[src/rtl/imm_ext_pkg.sv]
// Shared types and instruction field positions for the immediate-extension pipe.
// Format 4 (IW) is built only when IMM_EXT_IW_EN is defined.
package imm_ext_pkg;

    typedef enum logic [2:0] {
        ALU_IMM = 3'd0,
        DT      = 3'd1,
        B       = 3'd2,
        CB      = 3'd3,
        IW      = 3'd4
    } fmt_e;

    localparam int ALU_IMM_MSB = 21;
    localparam int ALU_IMM_LSB = 10;
    localparam int DT_MSB      = 20;
    localparam int DT_LSB      = 12;
    localparam int B_MSB       = 25;
    localparam int CB_MSB      = 23;
    localparam int CB_LSB      = 5;
    localparam int IW_MSB      = 20;
    localparam int IW_LSB      = 5;
    localparam int IW_HW_MSB   = 22;
    localparam int IW_HW_LSB   = 21;

    // Sign-extend v to 64 bits, treating bit msb as the sign bit.
    function automatic logic [63:0] sext64(input logic [63:0] v, input int msb);
        logic [63:0] keep;
        logic [5:0]  m;
        m    = 6'(msb);
        keep = {64{1'b1}} >> (63 - msb);
        return v[m] ? (v | ~keep) : (v & keep);
    endfunction

endpackage

[src/rtl/imm_ext_core.sv]
// Combinational immediate extraction/extension for one instruction word.
// The IW format and its shifter exist only when IMM_EXT_IW_EN is defined.
module imm_ext_core
    import imm_ext_pkg::*;
#(
    parameter int unsigned DATA_W = 64
) (
    input  logic [31:0]       instr,
    input  logic [2:0]        fmt,
    output logic [DATA_W-1:0] imm,
    output logic              err
);

    logic [63:0] imm_full;
    logic        unused_instr;

    assign unused_instr = ^instr[31:26];

    always_comb begin
        imm_full = '0;
        err      = 1'b0;
        case (fmt)
            ALU_IMM: imm_full = 64'(instr[ALU_IMM_MSB:ALU_IMM_LSB]);
            DT:      imm_full = sext64(64'(instr[DT_MSB:DT_LSB]), DT_MSB - DT_LSB);
            B:       imm_full = sext64(64'({instr[B_MSB:0], 2'b00}), B_MSB + 2);
            CB:      imm_full = sext64(64'({instr[CB_MSB:CB_LSB], 2'b00}),
                                       CB_MSB - CB_LSB + 2);
`ifdef IMM_EXT_IW_EN
            IW: begin
                // A 32-bit result cannot hold the upper two halfword positions.
                if (DATA_W == 32 && instr[IW_HW_MSB]) begin
                    err = 1'b1;
                end else begin
                    imm_full = 64'(instr[IW_MSB:IW_LSB])
                               << {instr[IW_HW_MSB:IW_HW_LSB], 4'b0000};
                end
            end
`endif
            default: err = 1'b1;
        endcase
    end

    assign imm = imm_full[DATA_W-1:0];

endmodule

[src/rtl/imm_ext_pipe.sv]
// Two-stage valid/ready pipe: S1 holds the raw request, S2 the extended immediate.
// DATA_W must be 32 or 64; IMM_EXT_IW_EN enables the IW format.
module imm_ext_pipe
    import imm_ext_pkg::*;
#(
    parameter int unsigned DATA_W = 64,
    parameter int unsigned TAG_W  = 4
) (
    input  logic              clk,
    input  logic              rst_n,
    input  logic              in_valid,
    output logic              in_ready,
    input  logic [31:0]       instr,
    input  logic [2:0]        fmt,
    input  logic [TAG_W-1:0]  in_tag,
    output logic              out_valid,
    input  logic              out_ready,
    output logic [DATA_W-1:0] imm,
    output logic              err,
    output logic [TAG_W-1:0]  out_tag,
    output logic [7:0]        err_cnt
);

    logic              s1_valid_q;
    logic [31:0]       s1_instr_q;
    logic [2:0]        s1_fmt_q;
    logic [TAG_W-1:0]  s1_tag_q;

    logic              s2_valid_q;
    logic [DATA_W-1:0] s2_imm_q;
    logic              s2_err_q;
    logic [TAG_W-1:0]  s2_tag_q;

    logic [7:0]        err_cnt_q;

    logic [DATA_W-1:0] core_imm;
    logic              core_err;
    logic              s1_en;
    logic              s2_en;
    logic              handoff;

    // Each stage may load when it is empty or its contents move on this cycle.
    assign s2_en    = !s2_valid_q || out_ready;
    assign s1_en    = !s1_valid_q || s2_en;
    assign in_ready = s1_en;
    assign handoff  = s2_valid_q && out_ready;

    imm_ext_core #(
        .DATA_W (DATA_W)
    ) u_core (
        .instr (s1_instr_q),
        .fmt   (s1_fmt_q),
        .imm   (core_imm),
        .err   (core_err)
    );

    always_ff @(posedge clk or negedge rst_n) begin
        if (!rst_n) begin
            s1_valid_q <= 1'b0;
            s1_instr_q <= '0;
            s1_fmt_q   <= '0;
            s1_tag_q   <= '0;
        end else if (s1_en) begin
            s1_valid_q <= in_valid;
            if (in_valid) begin
                s1_instr_q <= instr;
                s1_fmt_q   <= fmt;
                s1_tag_q   <= in_tag;
            end
        end
    end

    always_ff @(posedge clk or negedge rst_n) begin
        if (!rst_n) begin
            s2_valid_q <= 1'b0;
            s2_imm_q   <= '0;
            s2_err_q   <= 1'b0;
            s2_tag_q   <= '0;
        end else if (s2_en) begin
            s2_valid_q <= s1_valid_q;
            if (s1_valid_q) begin
                s2_imm_q <= core_imm;
                s2_err_q <= core_err;
                s2_tag_q <= s1_tag_q;
            end
        end
    end

    always_ff @(posedge clk or negedge rst_n) begin
        if (!rst_n) begin
            err_cnt_q <= 8'd0;
        end else if (handoff && s2_err_q && err_cnt_q != 8'hFF) begin
            err_cnt_q <= err_cnt_q + 8'd1;
        end
    end

    assign out_valid = s2_valid_q;
    assign imm       = s2_imm_q;
    assign err       = s2_err_q;
    assign out_tag   = s2_tag_q;
    assign err_cnt   = err_cnt_q;

endmodule
[config.mk]
export PLATFORM = sky130hd
export DESIGN_NAME = imm_ext_pipe
export DESIGN_NICKNAME = d
export VERILOG_FILES = /design/src/rtl/imm_ext_pkg.sv /design/src/rtl/imm_ext_core.sv /design/src/rtl/imm_ext_pipe.sv
export SDC_FILE = /design/constraint.sdc
export NUM_CORES = 1
export LEC_CHECK = 0
export CAP_MARGIN = 0
export CORE_MARGIN = 4
export CORE_UTILIZATION = 42
export CTS_CLUSTER_SIZE = 30
export DETAILED_ROUTE_END_ITERATION = 6
export PLACE_DENSITY = 0.86
export SKIP_LAST_GASP = 1
export SLEW_MARGIN = 15
export SYNTH_ARGS = -nofsm -noshare
export SYNTH_HDL_FRONTEND = slang
export SYNTH_SLANG_ARGS = --single-unit
[constraint.sdc]
create_clock -name clk -period 1.3 [get_ports clk]
set_clock_uncertainty 0.05 [all_clocks]
set_input_delay 0.195 -clock clk [delete_from_list [all_inputs] [get_ports clk]]
set_output_delay 0.195 -clock clk [all_outputs]
set_load 0.05 [all_outputs]
==> run summary, run 1 <==
The flow ran to the end, but the final reports show violations. The checks that failed: negative setup slack. For this design the ratio of total power to cell area is 1770 nW/µm².

Synthesis inferred 76 register bits. The clock share of power was 16.6%; the arrival time reported for the critical path endpoint was 1.77 ns. STA classifies the critical path endpoint as a register.

Of the total synthesized cell area, the portion taken by AND, OR, NAND and NOR gates is 5.35%. In the final layout, the multi-input gates occupy 1940 µm². The placed cell area is 6120 µm², and the peak fanout along the critical path is 5. The routed layout has 3255 vias. The core region is 8680 µm². CTS built an H-tree with a depth of 3. The switching power was 5010 µW. The final cell area excluding filler cells is 7250 µm², and the residual overflow from global routing is 0. Traced cell by cell, the critical path runs through buf_4, nand4_1, buf_6, nor3_4, mux2_2. After detailed routing, the average wire length per cell comes to 25.5 µm. Type of the most critical hold path: in2async. Routability-driven placement finished with a final weighted congestion of 0.846. The number of CTS-inserted buffers is 9. Across the run, the number of max-cap violations was 0. Total area of sequential cells: 1920 µm². The category of cells accounting for the largest share of critical-path delay is flip-flops. Summing every instance area after synthesis gives 3740 µm².

The share of the synthesized netlist area taken by xor and xnor gates was 0.468%; the switching part of the total power was 39.0%. The synthesized netlist contains 39 unique library cells. Row generation in the floorplan step produced 34 rows.

Final hold violation count: 0. The complex-gate fraction of the synthesized area is 10.4%, and the worst-case clock buffer depth is 2. The run gives 0 as the count of antenna diodes in the layout.

Counting I/O delays and the setup requirement, the final critical path takes 1.57 ns. The die width came out at 102 µm. Setup repair after global routing could not meet its margin everywhere. The vias per cell came out at 5.75. The setup slack of the critical path after layout is -0.273 ns. For this design the top-level I/O count stands at 122. Yosys synthesis warning count: 0. The y dimension of the die came out at 102 µm.

The clock slew seen by the registers of the worst setup and hold paths was 0.09 ns; the filler cell count in the final layout was 395. The final critical path takes up 121% of the cycle. Data on the critical path is required at its endpoint by 1.50 ns.

For the worst-skew pair, the clock arrives at the later sink with an insertion delay of 0.37 ns. The cell sitting at the root of the clock tree is a clkbuf_8. Of the total power, combinational logic draws 56.2%. For this block, the routed nets add up to 14400 µm of wire. Cells with a size suffix above 1 make up 67.9% of the layout. Together, buffers and inverters on the worst path number 2. In the global route stage, overall resource usage came out at 25.4%.

Sequential cells account for 27.2% of the total power. The layout-stage area growth over the synthesis result was 93.7%; the pin count of the biggest net entering global routing was 34. For this design the static power due to leakage is 0.00327 µW.

Synthesis handed over a netlist of 279 instances. The transition time at the pin with the least slew margin works out to 0.383 ns. The critical path is of the reg2reg type.

For this configuration, the core starts out at a cell density of 43.2%. The tools report the total DRC errors in the routed layout as 0. Before antenna repair, the detailed router went through 4 iterations.

The global-route wire length before repair was 19900 µm; the final worst hold slack was 0.226 ns. The share of the yosys chip area belonging to registers was 50.8%; the share of synthesized cell area in full adder, half adder and majority cells was 0.334%. The worst setup path is launched from a register. The placed wire-length estimate after detailed placement was 7730 µm; the number of antenna violations at the first check in global routing was 0.

For the floorplan die area, the log shows 10500 µm². Setup violations remaining at the end of the flow were counted as 121. The mean cell area of the mapped netlist was 13.4 µm². The number of nets handed over by synthesis was 323.

The logs give 3490 for the number of global-route vias before repair and 0 for the final antenna-violating net count. The first routing iteration left 238 violations. The net count of the finished layout is 497.

After synthesis, the largest family of logic cells by area is multiplexers. The internal power contribution was 7830 µW; the maximum cell stage delay along the critical path was 0.40 ns. The highest attainable clock frequency was 0.636 GHz; the worst supply voltage drop on vdd was 0.00118 V. The count of buffers from port buffering is 115. The number of clock sinks is 76, and the portion of netlist area occupied by mux cells is 22.5%. Measured against its own limit, the worst slew margin works out to 74.5%. Among all stages on the critical path, the largest delay is contributed by dfrtp_2. TritonCTS built the clock tree. The number of slew-limit violations in the final report is 0.
## worst reg2reg max path, cell delays in order (launching register included)
cell	delay, ns
dfrtp_2	0.40
buf_4	0.14
nand4_1	0.11
buf_6	0.18
nor3_4	0.19
mux2_2	0.38
## through the flow
step / worst slack, ns / TNS (ns) / power, µW / cells / util, %
floorplan: -0.716 / -27.70 / 6560 / 279 / -
global placement: -0.440 / -29.56 / 9420 / 506 / 70.5
detailed placement: -0.600 / -35.61 / 9570 / 506 / 70.5
CTS: -0.229 / -17.80 / 12400 / 556 / 81.5
global route: -0.316 / -26.34 / 13200 / 566 / 83.6
finish: -0.273 / -22.12 / 12800 / 566 / 83.6
## area by class of cell
| cell class | count | area share, % |
|---|---|---|
| clock inverter | 4 | 0.966 |
| timing repair buffer | 215 | 41.6 |
| tap | 108 | 1.86 |
| sequential | 76 | 26.5 |
| inverter | 1 | 0.0518 |
| multi-input combinational | 150 | 26.8 |
| clock buffer | 12 | 2.28 |
## path summary, 6_finish.rpt
kind | end | start | depth (start not counted) | slack [ns]
worst max-delay path | err_cnt[5]$_DFFE_PN0P_ | out_valid$_DFFE_PN0P_ | 5 | -0.27
worst min-delay path | err_cnt[3]$_DFFE_PN0P_ | rst_n | 2 | 0.23
worst max register to register | err_cnt[5]$_DFFE_PN0P_ | out_valid$_DFFE_PN0P_ | 5 | -0.27
worst min register to register | out_tag[2]$_DFFE_PN0P_ | s1_tag_q[2]$_DFFE_PN0P_ | 1 | 0.48
max in group asynchronous | s1_fmt_q[1]$_DFFE_PN0P_ | rst_n | 3 | 0.45
min in group clk | s1_instr_q[5]$_DFFE_PN0P_ | instr[5] | 2 | 0.40
## power groups by stage
| stage | logic [µW] | registers, µW | clock network [µW] |
|---|---|---|---|
| floorplan | 2260 | 4310 | 0 |
| global placement | 6040 | 3380 | 0 |
| detailed placement | 6170 | 3410 | 0 |
| CTS | 6830 | 3420 | 2130 |
| global route | 7440 | 3530 | 2250 |
| finish | 7210 | 3490 | 2130 |
## placed cells by master (no fill, tap or decap), drive strengths merged, types with 2 or more instances in the layout
| cell | n |
|---|---|
| mux2i | 7 |
| clkbuf | 12 |
| clkdlybuf4s50 | 34 |
| clkinv | 2 |
| nor2 | 2 |
| mux2 | 49 |
| nor3 | 3 |
| o2bb2ai | 15 |
| bufinv | 2 |
| nand4 | 2 |
| nand2b | 6 |
| nand3 | 3 |
| nand2 | 12 |
| mux4 | 9 |
| buf | 178 |
| a22oi | 5 |
| nor2b | 2 |
| a21oi | 2 |
| a22o | 19 |
| dfrtp | 76 |
## layer usage
layer / vias up / track usage (%) / routed length [µm]
met5: - / 0 / 0
met1: 1666 / 29.9 / 5430
li1: 1348 / - / -
met2: 192 / 45.7 / 7430
met4: 0 / 6.86 / 610
met3: 49 / 6.62 / 971
## synthesized netlist by cell type, drive strengths merged
cell type / count / share of area, %
a211oi: 1 / 0.20
a21boi: 1 / 0.20
a21oi: 2 / 0.27
a22o: 19 / 4.4
a22oi: 5 / 1.0
a311oi: 1 / 0.23
a31oi: 1 / 0.17
a41o: 1 / 0.27
and4: 1 / 0.23
buf: 49 / 9.7
clkbuf: 3 / 0.30
dfrtp: 76 / 51
ha: 1 / 0.33
inv: 1 / 0.10
mux2: 49 / 15
mux2i: 7 / 2.0
mux4: 9 / 5.8
nand2: 12 / 1.3
nand2b: 6 / 1.0
nand3: 3 / 0.40
nand3b: 1 / 0.20
nand4: 2 / 0.33
nor2: 2 / 0.20
nor2b: 2 / 0.33
nor3: 3 / 0.70
nor3b: 1 / 0.20
o21ai: 1 / 0.13
o2bb2ai: 15 / 3.5
or3: 1 / 0.17
or4: 1 / 0.30
xnor2: 1 / 0.23
xor2: 1 / 0.23
## repair_timing
action | 4_1_cts | 5_1_grt
endpoints found under the setup margin | 121 | 122
buffers inserted | 28 | 13
endpoints found under the hold margin | 29 | 0
gates cloned | 6 | 1
pin swaps | 31 | 8
resized for setup | 69 | 28
hold buffers | 1 | 0
## flip-flops by register name, indices dropped and copies added, names as in the netlist
| signal | flops |
|---|---|
| s1_fmt_q | 3 |
| out_tag | 4 |
| err | 1 |
| s1_tag_q | 4 |
| out_valid | 1 |
| s1_instr_q | 26 |
| imm | 28 |
| err_cnt | 8 |
| s1_valid_q | 1 |
## cells by family after synthesis
| group | Yosys count |
|---|---|
| xor gates and xnor gates | 2 |
| buffers and inverters | 53 |
| muxes | 65 |
| DFF | 76 |
| adders and majority gates | 1 |
| AOI/OAI and AO/OA | 47 |
| and+or+nand+nor | 35 |
Note: power is estimated with default switching activity, not from simulation.
==> run 2: changes to the inputs <==
- CORE_MARGIN: 4 -> default
- CORE_UTILIZATION: 42 -> 46
- PLACE_DENSITY: 0.86 -> 0.89
- SKIP_CTS_REPAIR_TIMING: default -> 1
- clock period: 1.3 -> 1.46 ns (I/O delays scaled with it)
==> run 2 against run 1 <==
  * The run still ends with negative setup slack left
  * Combinational power fell by 23%
  * Cell area fell by 12%
  * Cell count fell by 11%
  * Global-route usage rose by 0.14 points
  * Worst setup slack improved by 0.16 ns
  * Highest routed layer unchanged
==> run summary, run 2 (same netlist as run 1, synthesis figures left out) <==
The category of the most critical setup path was reg2out. The layout-stage area growth over the synthesis result works out to 70.2%. Walking the worst path, the cells encountered are clkbuf_16, buf_12. TritonCTS built the clock tree.

The pin count of the biggest net entering global routing came out at 77 (+130%). The startpoint identified for the worst hold timing path is out_ready. The maximum cell stage delay along the critical path is 0.52 ns (+0.12 ns), and the transition time at the pin with the least slew margin is 0.443 ns (+0.0594 ns). Setup repair after global routing could not meet its margin everywhere. The run gives 2869 (-18%) as the number of global-route vias before repair. The run finished, with violations left. The reg-to-reg critical path startpoint is s1_fmt_q[1]$_DFFE_PN0P_. For the setup slack of the critical path after layout, the log shows -0.112 ns (+0.162 ns). Die width: 92.2 µm (-10%).

The number of max-cap violations was 0 (unchanged); the period utilization was 108%. Category of cells accounting for the largest share of critical-path delay: flip-flops. The run gives 7810 µm² (-10%) as the area inside the core boundary.

The run gives 0.000949 V (-19%) as the worst supply voltage drop on vdd. The logs give 3 (unchanged) for the number of H-tree levels and 0 (unchanged) for the number of slew-limit violations in the final report. The total power density per cell area came out at 1580 nW/µm² (-11%). Slowest library cell on the worst path: dfrtp_2. The logs give 9 (unchanged) for the number of CTS-inserted buffers and 12300 µm (-15%) for the post-detailed-routing wire length. The post-detailed-route wirelength per cell is 24.3 µm (-5.0%), and the fraction of layout cells with a size suffix above 1 is 55.9% (-12 points).

The root cell of the clock tree is clkbuf_8. Kind of capture point of the worst setup path: a primary output. The worst-case clock buffer depth is 2 (unchanged), and the final period demand of the worst path is 1.57 ns. The leakage dissipation is 0.00279 µW (-15%).

Arrival time reported for the critical path endpoint: 1.30 ns (-0.47 ns). Number of iterations in the first detailed-routing pass: 4 (unchanged). The logs give 32 (-5.9%) for the floorplan row count and 0 (unchanged) for the count of antenna diodes in the layout. The logs give 0.36 ns (about the same) for the insertion delay to the later sink of the worst-skew pair and 0.636 GHz for the highest attainable clock frequency. For the worst slack after detailed placement, the log shows -0.516 ns (+0.0834 ns). The y dimension of the die came out at 92.2 µm (-10%). Endpoint of the worst hold path: err_cnt[2]$_DFFE_PN0P_.

The min-delay analysis places its worst path in the category in2reg. STA classifies the critical path startpoint as a register. The number of cells on the worst hold path was 3. The logs give 0 (unchanged) for the final antenna-violating net count and 48.0% (+4.8 points) for the starting utilization of the core area. The peak fanout along the critical path is 9 (+4), and the total via count in the routed design is 2904 (-11%). The worst reg2reg path depth is 6 (+1), and the vias per cell is 5.74 (-0.20%). The tools report the register-to-register setup slack as -0.11 ns (+0.16 ns). The run gives 91 (-25%) as the final number of setup-violating endpoints.

The flip-flop count of the largest register, all copies and words added was 28 (unchanged). The floorplan die area was 8510 µm² (-19%); the endpoint required time on the critical path was 1.19 ns (-0.31 ns). The count of buffers from port buffering came out at 115 (unchanged). The logs give 0 (unchanged) for the final hold violation count and 76 (unchanged) for the number of clock sinks. The total DRC errors in the routed layout was 0 (unchanged); the final weighted congestion in routability-driven placement was 0.826 (-2.3%).

The run gives 443 (-11%) as the final net count. The leading cell type in the layout, fill and taps excluded was buf_12. The worst max-slew margin expressed relative to the limit is 70.5% (-4.0 points). The final reports fail on negative setup slack.

The clock slew seen by the registers of the worst setup and hold paths was 0.08 ns (about the same); the global-route wire length before repair was 16100 µm (-19%). The library cells used most frequently in the layout, excluding fill and tap cells, are 85 x buf_12, 65 x dfrtp_1, 34 x mux2_4, 34 x clkdlybuf4s50_1, 27 x buf_4. In this run the critical register-to-register path is captured at imm[62]$_DFFE_PN0P_. The number of buffers and inverters on the critical path was 2 (unchanged); the global-route usage over all layers was 25.5% (+0.14 points). The number of antenna violations at the first check in global routing is 0 (unchanged), and the post-route total power is 10100 µW (-21%).

The placed wire-length estimate after detailed placement is 7760 µm (+0.43%), and the number of DRC markers after the initial detailed-route iteration is 207 (-13%). For the residual overflow from global routing, the log shows 0 (unchanged). Number of top-level pins: 122 (unchanged).
[run 2: metrics by stage]
step                cell area [µm²]  std cells  hold WS [ns]  utilization [%]  TNS (ns)
floorplan                      3940        279        -0.127                -    -18.15
global placement               5890        475         0.208             75.5    -20.97
detailed placement             5890        475         0.214             75.5    -26.53
CTS                            6060        491        -0.173             77.7    -13.26
global route                   6370        506         0.302             81.7     -9.94
finish                         6370        506         0.283             81.7     -6.67
[run 2: cell type report]
class	count	area, µm²
Timing Repair Buffer	161	2480
Sequential cell	76	1920
Multi-Input combinational cell	150	1680
Fill cell	357	1430
Clock buffer	10	128
Tap cell	102	128
Clock inverter	6	41.3
Inverter	1	3.75
[run 2: worst max-delay path by stage]
stage	cells past startpoint	to	slack (ns)	start
2_1_floorplan	4	s1_fmt_q[1]$_DFFE_PN0P_	-0.56	out_valid$_DFFE_PN0P_
3_3_place_gp	4	imm[62]$_DFFE_PN0P_	-0.37	out_ready
3_5_place_dp	4	imm[62]$_DFFE_PN0P_	-0.52	out_ready
4_1_cts	4	imm[15]$_DFFE_PN0P_	-0.33	s1_fmt_q[1]$_DFFE_PN0P_
5_1_grt	2	imm[47]	-0.15	imm[62]$_DFFE_PN0P_
6_report	2	imm[47]	-0.11	imm[62]$_DFFE_PN0P_
[run 2: report_power, final]
group          switching [µW]  total, µW  internal (µW)
Clock                     806       1420            613
Sequential                580       3110           2530
Combinational            2750       5550           2800
[run 2: per-layer routing]
layer / global-route usage [%] / vias up / part of all wire, %
li1: - / 1236 / -
met1: 29.9 / 1498 / 37
met2: 44.5 / 144 / 55
met3: 4.89 / 26 / 5.2
met4: 13.3 / 0 / 2.8
met5: 0 / - / 0
[run 2: worst min-delay path: stages]
cell and delay [ns]:
dlymetal6s2s_1 0.19, nand4_1 0.16, mux2i_1 0.08
==> run 3: changes to the inputs <==
- CTS_CLUSTER_SIZE: 30 -> 25
==> results of run 3 <==
No change in the layout: final DEF, timing and power equal those of run 2.
